`src/rtl/ctrl_pkg.sv`:
```
// Shared types and encodings for the multicycle RISC-V control unit:
// state names, opcodes, immediate formats, ALU operations and datapath selects.
package ctrl_pkg;

   typedef enum logic [3:0] {
      FETCH, DECODE, MEMADR, MEMREAD, MEMWB, MEMWRITE, EXECR,
      EXECI, ALUWB, BRANCH, JAL, JALR, LUI, TRAP
   } state_t;

   localparam logic [6:0] OP_LOAD   = 7'b0000011;
   localparam logic [6:0] OP_STORE  = 7'b0100011;
   localparam logic [6:0] OP_R      = 7'b0110011;
   localparam logic [6:0] OP_I      = 7'b0010011;
   localparam logic [6:0] OP_BRANCH = 7'b1100011;
   localparam logic [6:0] OP_JAL    = 7'b1101111;
   localparam logic [6:0] OP_JALR   = 7'b1100111;
   localparam logic [6:0] OP_LUI    = 7'b0110111;
   localparam logic [6:0] OP_AUIPC  = 7'b0010111;

   localparam logic [2:0] IMM_I  = 3'b000;
   localparam logic [2:0] IMM_S  = 3'b001;
   localparam logic [2:0] IMM_B  = 3'b010;
   localparam logic [2:0] IMM_U  = 3'b011;
   localparam logic [2:0] IMM_J  = 3'b100;
   localparam logic [2:0] IMM_SH = 3'b101;

   localparam logic [3:0] ALU_ADD  = 4'b0000;
   localparam logic [3:0] ALU_SUB  = 4'b0001;
   localparam logic [3:0] ALU_AND  = 4'b0010;
   localparam logic [3:0] ALU_OR   = 4'b0011;
   localparam logic [3:0] ALU_XOR  = 4'b0100;
   localparam logic [3:0] ALU_SLL  = 4'b0101;
   localparam logic [3:0] ALU_SRL  = 4'b0110;
   localparam logic [3:0] ALU_SRA  = 4'b0111;
   localparam logic [3:0] ALU_SLT  = 4'b1000;
   localparam logic [3:0] ALU_SLTU = 4'b1001;

   // ALU operand and result mux selects
   localparam logic [1:0] SRCA_PC    = 2'b00;
   localparam logic [1:0] SRCA_OLDPC = 2'b01;
   localparam logic [1:0] SRCA_REG   = 2'b10;
   localparam logic [1:0] SRCA_ZERO  = 2'b11;
   localparam logic [1:0] SRCB_REG   = 2'b00;
   localparam logic [1:0] SRCB_IMM   = 2'b01;
   localparam logic [1:0] SRCB_FOUR  = 2'b10;
   localparam logic [1:0] RES_ALUOUT = 2'b00;
   localparam logic [1:0] RES_MEM    = 2'b01;
   localparam logic [1:0] RES_ALU    = 2'b10;

   function automatic logic [2:0] imm_sel(input logic [6:0] opcode, input logic [2:0] funct3);
      logic [2:0] sel;
      sel = IMM_I;
      case (opcode)
         OP_I:             sel = (funct3 == 3'b001 || funct3 == 3'b101) ? IMM_SH : IMM_I;
         OP_STORE:         sel = IMM_S;
         OP_BRANCH:        sel = IMM_B;
         OP_LUI, OP_AUIPC: sel = IMM_U;
         OP_JAL:           sel = IMM_J;
         default:          sel = IMM_I;
      endcase
      return sel;
   endfunction

endpackage

```
`src/rtl/multicycle_ctrl_alu_decoder.sv`:
```
// Combinational ALU operation decode from opcode, funct3 and funct7 bit 5.
module alu_decoder
   import ctrl_pkg::*;
(
   input  logic [6:0] opcode,
   input  logic [2:0] funct3,
   input  logic       funct7_5,
   output logic [3:0] alu_ctrl
);

   always_comb begin
      alu_ctrl = ALU_ADD;
      if (opcode == OP_BRANCH) begin
         alu_ctrl = ALU_SUB;
      end else if (opcode == OP_R || opcode == OP_I) begin
         case (funct3)
            // ADDI never subtracts; bit 30 there belongs to the immediate
            3'b000:  alu_ctrl = (opcode == OP_R && funct7_5) ? ALU_SUB : ALU_ADD;
            3'b001:  alu_ctrl = ALU_SLL;
            3'b010:  alu_ctrl = ALU_SLT;
            3'b011:  alu_ctrl = ALU_SLTU;
            3'b100:  alu_ctrl = ALU_XOR;
            3'b101:  alu_ctrl = funct7_5 ? ALU_SRA : ALU_SRL;
            3'b110:  alu_ctrl = ALU_OR;
            default: alu_ctrl = ALU_AND;
         endcase
      end
   end

endmodule

```
`src/rtl/multicycle_ctrl.sv`:
```
// Multicycle RISC-V control FSM with memory-wait timeout and sticky trap.
module multicycle_ctrl
   import ctrl_pkg::*;
#(
   parameter int unsigned TIMEOUT_CYCLES = 255
)(
   input  logic        clk,
   input  logic        rst,
   input  logic [31:0] instr,
   input  logic        zero,
   input  logic        mem_ready,
   output logic        mem_req,
   output logic        mem_we,
   output logic        addr_src,
   output logic        pc_write,
   output logic        ir_write,
   output logic        reg_write,
   output logic [2:0]  imm_src,
   output logic [1:0]  alu_src_a,
   output logic [1:0]  alu_src_b,
   output logic [1:0]  result_src,
   output logic [3:0]  alu_ctrl,
   output logic        trap
);

   localparam logic [7:0] LAST_WAIT = 8'(TIMEOUT_CYCLES - 1);

   state_t     state, state_next;
   logic [7:0] wait_cnt;
   logic [6:0] opcode;
   logic [2:0] funct3;
   logic [3:0] dec_alu;
   logic       timed_out;
   logic       unused_instr;

   assign opcode       = instr[6:0];
   assign funct3       = instr[14:12];
   assign timed_out    = (wait_cnt == LAST_WAIT);
   assign unused_instr = ^{instr[31], instr[29:15], instr[11:7]};

   alu_decoder u_alu_dec (
      .opcode   (opcode),
      .funct3   (funct3),
      .funct7_5 (instr[30]),
      .alu_ctrl (dec_alu)
   );

   // Any state change clears the counter, so every memory state starts fresh
   always_ff @(posedge clk or posedge rst) begin
      if (rst) begin
         state    <= FETCH;
         wait_cnt <= '0;
      end else begin
         state <= state_next;
         if (state_next != state)
            wait_cnt <= '0;
         else if (mem_req && !mem_ready)
            wait_cnt <= wait_cnt + 8'd1;
      end
   end

   always_comb begin
      state_next = state;
      mem_req    = 1'b0;
      mem_we     = 1'b0;
      addr_src   = 1'b0;
      pc_write   = 1'b0;
      ir_write   = 1'b0;
      reg_write  = 1'b0;
      trap       = 1'b0;
      imm_src    = IMM_I;
      alu_src_a  = SRCA_PC;
      alu_src_b  = SRCB_REG;
      result_src = RES_ALUOUT;
      alu_ctrl   = ALU_ADD;
      // Outputs are forced quiet while reset is held, independent of the clock
      if (!rst) begin
         if (state != FETCH) imm_src = imm_sel(opcode, funct3);
         case (state)
            FETCH: begin
               mem_req    = 1'b1;
               alu_src_b  = SRCB_FOUR;
               result_src = RES_ALU;
               if (mem_ready) begin
                  ir_write   = 1'b1;
                  pc_write   = 1'b1;
                  state_next = DECODE;
               end else if (timed_out) begin
                  state_next = TRAP;
               end
            end
            DECODE: begin
               alu_src_a = SRCA_OLDPC;
               alu_src_b = SRCB_IMM;
               case (opcode)
                  OP_LOAD, OP_STORE: state_next = MEMADR;
                  OP_R:              state_next = EXECR;
                  OP_I:              state_next = EXECI;
                  OP_BRANCH:         state_next = BRANCH;
                  OP_JAL:            state_next = JAL;
                  OP_JALR:           state_next = JALR;
                  OP_LUI, OP_AUIPC:  state_next = LUI;
                  default:           state_next = TRAP;
               endcase
            end
            MEMADR: begin
               alu_src_a  = SRCA_REG;
               alu_src_b  = SRCB_IMM;
               state_next = (opcode == OP_STORE) ? MEMWRITE : MEMREAD;
            end
            MEMREAD: begin
               mem_req  = 1'b1;
               addr_src = 1'b1;
               if (mem_ready)      state_next = MEMWB;
               else if (timed_out) state_next = TRAP;
            end
            MEMWB: begin
               reg_write  = 1'b1;
               result_src = RES_MEM;
               state_next = FETCH;
            end
            MEMWRITE: begin
               mem_req  = 1'b1;
               mem_we   = 1'b1;
               addr_src = 1'b1;
               if (mem_ready)      state_next = FETCH;
               else if (timed_out) state_next = TRAP;
            end
            EXECR: begin
               alu_src_a  = SRCA_REG;
               alu_ctrl   = dec_alu;
               state_next = ALUWB;
            end
            EXECI: begin
               alu_src_a  = SRCA_REG;
               alu_src_b  = SRCB_IMM;
               alu_ctrl   = dec_alu;
               state_next = ALUWB;
            end
            ALUWB: begin
               reg_write  = 1'b1;
               state_next = FETCH;
            end
            BRANCH: begin
               alu_src_a = SRCA_REG;
               alu_ctrl  = dec_alu;
               // Target was precomputed into ALUOut during DECODE
               if (funct3 == 3'b000) begin
                  pc_write   = zero;
                  state_next = FETCH;
               end else if (funct3 == 3'b001) begin
                  pc_write   = !zero;
                  state_next = FETCH;
               end else begin
                  state_next = TRAP;
               end
            end
            JAL: begin
               alu_src_a  = SRCA_OLDPC;
               alu_src_b  = SRCB_FOUR;
               pc_write   = 1'b1;
               reg_write  = 1'b1;
               state_next = FETCH;
            end
            JALR: begin
               alu_src_a  = SRCA_REG;
               alu_src_b  = SRCB_IMM;
               result_src = RES_ALU;
               pc_write   = 1'b1;
               reg_write  = 1'b1;
               state_next = FETCH;
            end
            LUI: begin
               alu_src_a  = (opcode == OP_LUI) ? SRCA_ZERO : SRCA_OLDPC;
               alu_src_b  = SRCB_IMM;
               result_src = RES_ALU;
               reg_write  = 1'b1;
               state_next = FETCH;
            end
            TRAP: begin
               trap = 1'b1;
            end
            default: state_next = TRAP;
         endcase
      end
   end

endmodule

```
`config.mk`:
```
export PLATFORM = sky130hd
export DESIGN_NAME = multicycle_ctrl
export DESIGN_NICKNAME = d
export VERILOG_FILES = /design/src/rtl/ctrl_pkg.sv /design/src/rtl/multicycle_ctrl_alu_decoder.sv /design/src/rtl/multicycle_ctrl.sv
export SDC_FILE = /design/constraint.sdc
export NUM_CORES = 1
export LEC_CHECK = 0
export CAP_MARGIN = 20
export CORE_MARGIN = 1
export CORE_UTILIZATION = 25
export CTS_CLUSTER_SIZE = 16
export DETAILED_ROUTE_END_ITERATION = 10
export HOLD_SLACK_MARGIN = 0.12
export PLACE_DENSITY = 0.55
export SLEW_MARGIN = 20
export SYNTH_ARGS = -nofsm -noshare
export SYNTH_HDL_FRONTEND = slang
export SYNTH_HIERARCHICAL = 1
export SYNTH_SLANG_ARGS = --single-unit
```
`constraint.sdc`:
```
create_clock -name clk -period 2 [get_ports clk]
set_input_delay 0.2 -clock clk [delete_from_list [all_inputs] [get_ports clk]]
set_output_delay 0.2 -clock clk [all_outputs]
set_load 0.005 [all_outputs]
```
=== Word level (Yosys, flattened, before mapping) ===
Cells that the tools add are included.

* $add $sub $neg: 1
* Equal/unequal tests: 30
* Muxes and demuxes: 47
* Reduce and logical (&&, ||, !) cells: 23

{| class="wikitable"
|+ Operators by type and width
! kind !! count
|-
| $pmux 4 s7 || 2
|-
| $mux 4 || 11
|-
| $pmux 4 s9 || 1
|-
| $eq 4x4->1 const B || 6
|-
| $eq 7x6->1 const B || 3
|-
| $eq 7x7->1 const B || 3
|-
| $mux 1 || 18
|-
| $eq 4x3->1 const B || 4
|-
| $mux 8 || 2
|-
| $pmux 3 s5 || 1
|-
| $reduce_or 5->1 || 3
|-
| $eq 7x5->1 const B || 2
|-
| $reduce_or 2->1 || 7
|-
| $mux 3 || 4
|-
| $eq 3x3->1 const B || 3
|-
| $reduce_or 3->1 || 3
|-
| $add 8x1->8 const B || 1
|-
| $eq 4x2->1 const B || 2
|-
| $eq 8x8->1 const B || 1
|-
| $mux 2 || 4
|-
| $pmux 2 s2 || 2
|-
| $eq 7x2->1 const B || 1
|-
| $eq 3x2->1 const B || 2
|-
| $pmux 2 s3 || 1
|-
| other kinds (11) || 14
|}

* Register bits after elaboration: 12
* Input bits: 36
* Output and inout port bits: 20
* Logic and storage cells: 103

=== Longest topological paths before layout ===
* Depth in word-level cells: 8
* Mapped depth: 8
* Mapped depth without buffers: 7

=== Hierarchy ===
Netlist, hierarchy kept.

{| class="wikitable"
|+ By module, submodules not included
! module !! times used !! cells an instance !! area an instance (um^2)
|-
| multicycle_ctrl || 1 || 195 || 1431.4
|-
| alu_decoder || 1 || 15 || 90.1
|}

=== Worst setup path before layout ===
No wires, ideal clock.

* Path type: register -> register
* Start point: register state[2]
* End point: register wait_cnt[1]
* Setup time: 0.157 ns
* Arrival: 1.754 ns
* Setup slack: 0.090 ns
* Stages on the path, launching flop included: 8
* Buffers on the path: 1
* Cells stage by stage: dfrtp_1 buf_6 or4_1 a31oi_1 o21ai_1 and3b_4 o221ai_4 nor3_1

* Word-level cells in the longest chain between the ends: 6
* Elaborated cells between the ends (all ways): 29

{| class="wikitable"
|+ Ends and longest elaborated chain
! element !! RTL line !! text
|-
| from (decl) || multicycle_ctrl.sv:28 || <nowiki>state_t state, state_next;</nowiki>
|-
| from (signal assigned) || multicycle_ctrl.sv:54 || <nowiki>state <= state_next;</nowiki>
|-
| $eq 4x4->1, or another cell as far along || multicycle_ctrl.sv:79 || <nowiki>case (state)</nowiki>
|-
| $reduce_or 5->1 (no line), or another cell as far along || n/a ||
|-
| $pmux 4 s9 or $mux 1 (tied branches) || multicycle_ctrl.sv:79 ||
|-
| $mux 4 or $mux 1 (tied branches) || multicycle_ctrl.sv:77 || <nowiki>if (!rst) begin</nowiki>
|-
| $ne 4x4->1 or $logic_and 1x1->1 (tied branches) || multicycle_ctrl.sv:55, multicycle_ctrl.sv:57 ||
|-
| $mux 8 or $reduce_bool 2->1 (tied branches) || n/a ||
|-
| to (signal assigned) || multicycle_ctrl.sv:58 || <nowiki>wait_cnt <= wait_cnt + 8'd1;</nowiki>
|-
| to (decl) || multicycle_ctrl.sv:29 || <nowiki>logic [7:0] wait_cnt;</nowiki>
|}

Several ways; a longest one is shown, not always the timed one.
A chain may end at the register's enable or synchronous reset.

=== Worst setup path after layout ===
* Start point: register state[0]
* End point: register wait_cnt[7]

Same word-level chain as after synthesis.

==> flow_summary.json <==
{
  "clock_skew_ns": 0.00159,
  "clk_pin_slew_ns": 0.05,
  "ys_async_sr_fraction": 1.00,
  "place_congestion": 0.804,
  "crit_path_end": "wait_cnt[7]",
  "route.detailed.drc": 0,
  "worstSetupPathType": "reg2reg",
  "finalSetupViolations": 8,
  "core_sq_um": 5890,
  "tns_ns": -0.267,
  "post-place-ws_ns": -0.568,
  "clock_tree.root_cell": "clkbuf_8",
  "vias": 1942,
  "drt_pass1_iterations": 4,
  "synthFlopType": "dfrtp_1",
  "design_area_sq_um": 2820,
  "ys_seq_elements": 12,
  "cpPeakStageDelay_ns": 0.49,
  "cp.required_ns": 2.12,
  "place_area_sq_um": 2400,
  "grt.total_usage": 0.180,
  "worstPathMaxFanout": 8,
  "wl_per_cell_um": 13.7,
  "setup_ws_ns": -0.0372,
  "synthCells": 210,
  "drtIter0Drc": 91,
  "final_nets": 357,
  "busiest_layer": "met2",
  "synth-seq-area-share": 0.197,
  "antenna_cells": 0,
  "p_total_mw": 2.68,
  "fmax_ghz": 0.491,
  "netlist-cell-type-count": 50,
  "ir_drop_v": 0.000620,
  "fp-row-count": 28,
  "synth_edf_count": 0,
  "crit_arrival_ns": 2.16,
  "rsz0062_at_grt": "true",
  "switching_share": 0.436,
  "die_y_um": 80.0,
  "fin_crit_sh": 1.02,
  "drive_gt1_frac": 0.435,
  "violations": "negative setup slack",
  "numPortBuffers": 34,
  "final_max_slew_viol_count": 0,
  "timing.rr.start": "state[0]",
  "fillCellCount": 578,
  "clock_latency_ns": 0.24,
  "final_core_util": 0.479,
  "max_slew.worst_pin.slew_ns": 0.384,
  "viasPerCell": 4.95,
  "grtUsageMet3": 0.0217,
  "syn_avg_cell_area_sq_um": 7.25,
  "dp_hpwl_mm": 3.92,
  "gr-usage-met2": 0.313,
  "grt_max_degree": 12,
  "status": "finished, violations left",
  "maxCapViolations": 0,
  "clk_path_buf_depth": 2,
  "synth_area_sq_um": 1520,
  "maxSlewHeadroom": 0.742,
  "cellPowerDensity_nw_per_um2": 952,
  "clkPwrFrac": 0.080,
  "grt_remaining_overflow": 0,
  "worst_r2r_path_depth": 8,
  "grt_pass1_vias": 1944,
  "setup.reg_to_reg.worst_slack_ns": -0.04,
  "drtAntennaViolNets": 0,
  "multi_input_area_sq_um": 1360,
  "cts.sinks": 12,
  "cp-start-kind": "flop",
  "p_switching_mw": 1.17,
  "combPwrFrac": 0.794,
  "endpoint_kind": "flop",
  "die_area_sq_um": 6400,
  "worst_path_max_delay_cell": "or4_4",
  "p_int_mw": 1.51,
  "antenna_found_initial": 0,
  "hold_path.class": "in2async",
  "cts_buffers": 3,
  "htreeDepth": 1,
  "synth_nets": 248,
  "power.share.sequential": 0.125,
  "cp-startpoint": "state[0]",
  "dieWidth_um": 80.0,
  "num_io_pins": 56,
  "areaGrowthSynthToFinish_pct": 85.1,
  "cts_tree": "built",
  "crit_chain": "buf_6 > or4_4 > a31oi_4 > o21ai_1 > and3b_4 > o221ai_4 > buf_12 > nor3_2",
  "grt.met1_usage": 0.242,
  "r2r-end": "wait_cnt[7]",
  "drt-total-wl_mm": 5.37,
  "grt_pass1_wl_mm": 9.14,
  "leakagePower_nw": 1.23,
  "min_period_ns": 2.04,
  "initial_utilization": 0.259,
  "hold_viol_final": 0,
  "yosysWarnings": 6,
  "seq_area_sq_um": 304
}
power groups by stage:
stage / sequential, mW / clock, mW / combinational [mW]
finish: 0.337 / 0.215 / 2.13
global route: 0.342 / 0.238 / 2.31
CTS: 0.333 / 0.224 / 1.83
detailed placement: 0.330 / 0 / 1.62
global placement: 0.329 / 0 / 1.62
floorplan: 0.309 / 0 / 0.899
sequential cells by signal, summed over array words and instances, names as in the netlist:
name	count
state	4
wait_cnt	8
cells by family after synthesis:
kind of cell,synth area share
AND/OR/NAND/NOR,0.402
AO/OA/AOI/OAI,0.255
buffers and inverters,0.0658
flip-flops,0.197
XOR/XNOR,0.0633
adder cells (fa/ha/maj),0.0164
per-layer routing:
metal / vias up / share of wire
li1: 998 / -
met1: 917 / 0.47
met2: 25 / 0.51
met3: 2 / 0.021
met4: 0 / 0.0019
met5: - / 0
critical path: cells and delay by family, from the launching register on:
| family | cells | cell delay, ns |
|---|---|---|
| AO/OA/AOI/OAI | 3 | 0.45 |
| buffers and inverters | 2 | 0.30 |
| flip-flops | 1 | 0.44 |
| AND/OR/NAND/NOR | 3 | 0.73 |
Yosys cell counts, drive strengths merged, types with 6 or more instances:
| cell | count | share of area |
|---|---|---|
| a21oi | 12 | 0.039 |
| nand2 | 17 | 0.042 |
| buf | 7 | 0.031 |
| nand3 | 9 | 0.030 |
| nor2b | 6 | 0.025 |
| nor3 | 16 | 0.060 |
| and2 | 6 | 0.025 |
| a31oi | 7 | 0.029 |
| inv | 10 | 0.025 |
| nor2 | 22 | 0.054 |
| dfrtp | 12 | 0.20 |
| o21ai | 14 | 0.046 |
| xor2 | 8 | 0.046 |
repair_timing:
item | in CTS | in global routing
gates resized for setup | 75 | 38
setup endpoints to repair | 27 | 24
pin swaps | 11 | 15
hold buffers | 0 | 0
buffers inserted | 8 | 5
cell type report:
type | instances | share of cell area
timing repair buffer | 115 | 0.349
tap | 75 | 0.0333
clock buffer | 3 | 0.0147
inverter | 10 | 0.0133
sequential | 12 | 0.108
multi-input combinational | 177 | 0.482
stage by stage:
step / hold slack (ns) / cells
floorplan: 0.116 / 210
global placement: 0.590 / 376
detailed placement: 0.597 / 376
CTS: 0.471 / 387
global route: 0.143 / 392
finish: 0.118 / 392
cells in the final DEF (no fill, tap or decap), drive strengths merged, types with 2 or more instances in the layout:
cell | synthesis | layout
o21ai | 14 | 14
buf | 7 | 84
nand4 | 5 | 5
inv | 10 | 10
nor2b | 6 | 6
nor2 | 22 | 22
a2bb2oi | 2 | 2
a21oi | 12 | 12
nor3 | 16 | 16
dfrtp | 12 | 12
nand3 | 9 | 9
xnor2 | 3 | 3
nand2b | 5 | 5
clkdlybuf4s15 | 0 | 4
dlygate4sd2 | 0 | 13
a211oi | 2 | 2
clkbuf | 4 | 7
ha | 2 | 2
nor4 | 3 | 3
nand2 | 17 | 17
nand3b | 5 | 5
and2 | 6 | 6
and4 | 4 | 4
xor2 | 8 | 8
or4 | 3 | 3
clkdlybuf4s50 | 0 | 9
a21boi | 2 | 2
o31ai | 2 | 2
and3 | 5 | 5
a31oi | 7 | 7
worst min-delay path by stage:
stage | endpoint | cells after the start | slack [ns] | from
floorplan | state[0] | 1 | 0.12 | rst
global placement | wait_cnt[5] | 2 | 0.59 | wait_cnt[5]
detailed placement | wait_cnt[7] | 2 | 0.60 | wait_cnt[7]
CTS | state[2] | 3 | 0.47 | rst
global route | wait_cnt[7] | 3 | 0.14 | rst
finish | state[2] | 3 | 0.12 | rst
No activity file was read; power rests on OpenSTA's default activity.
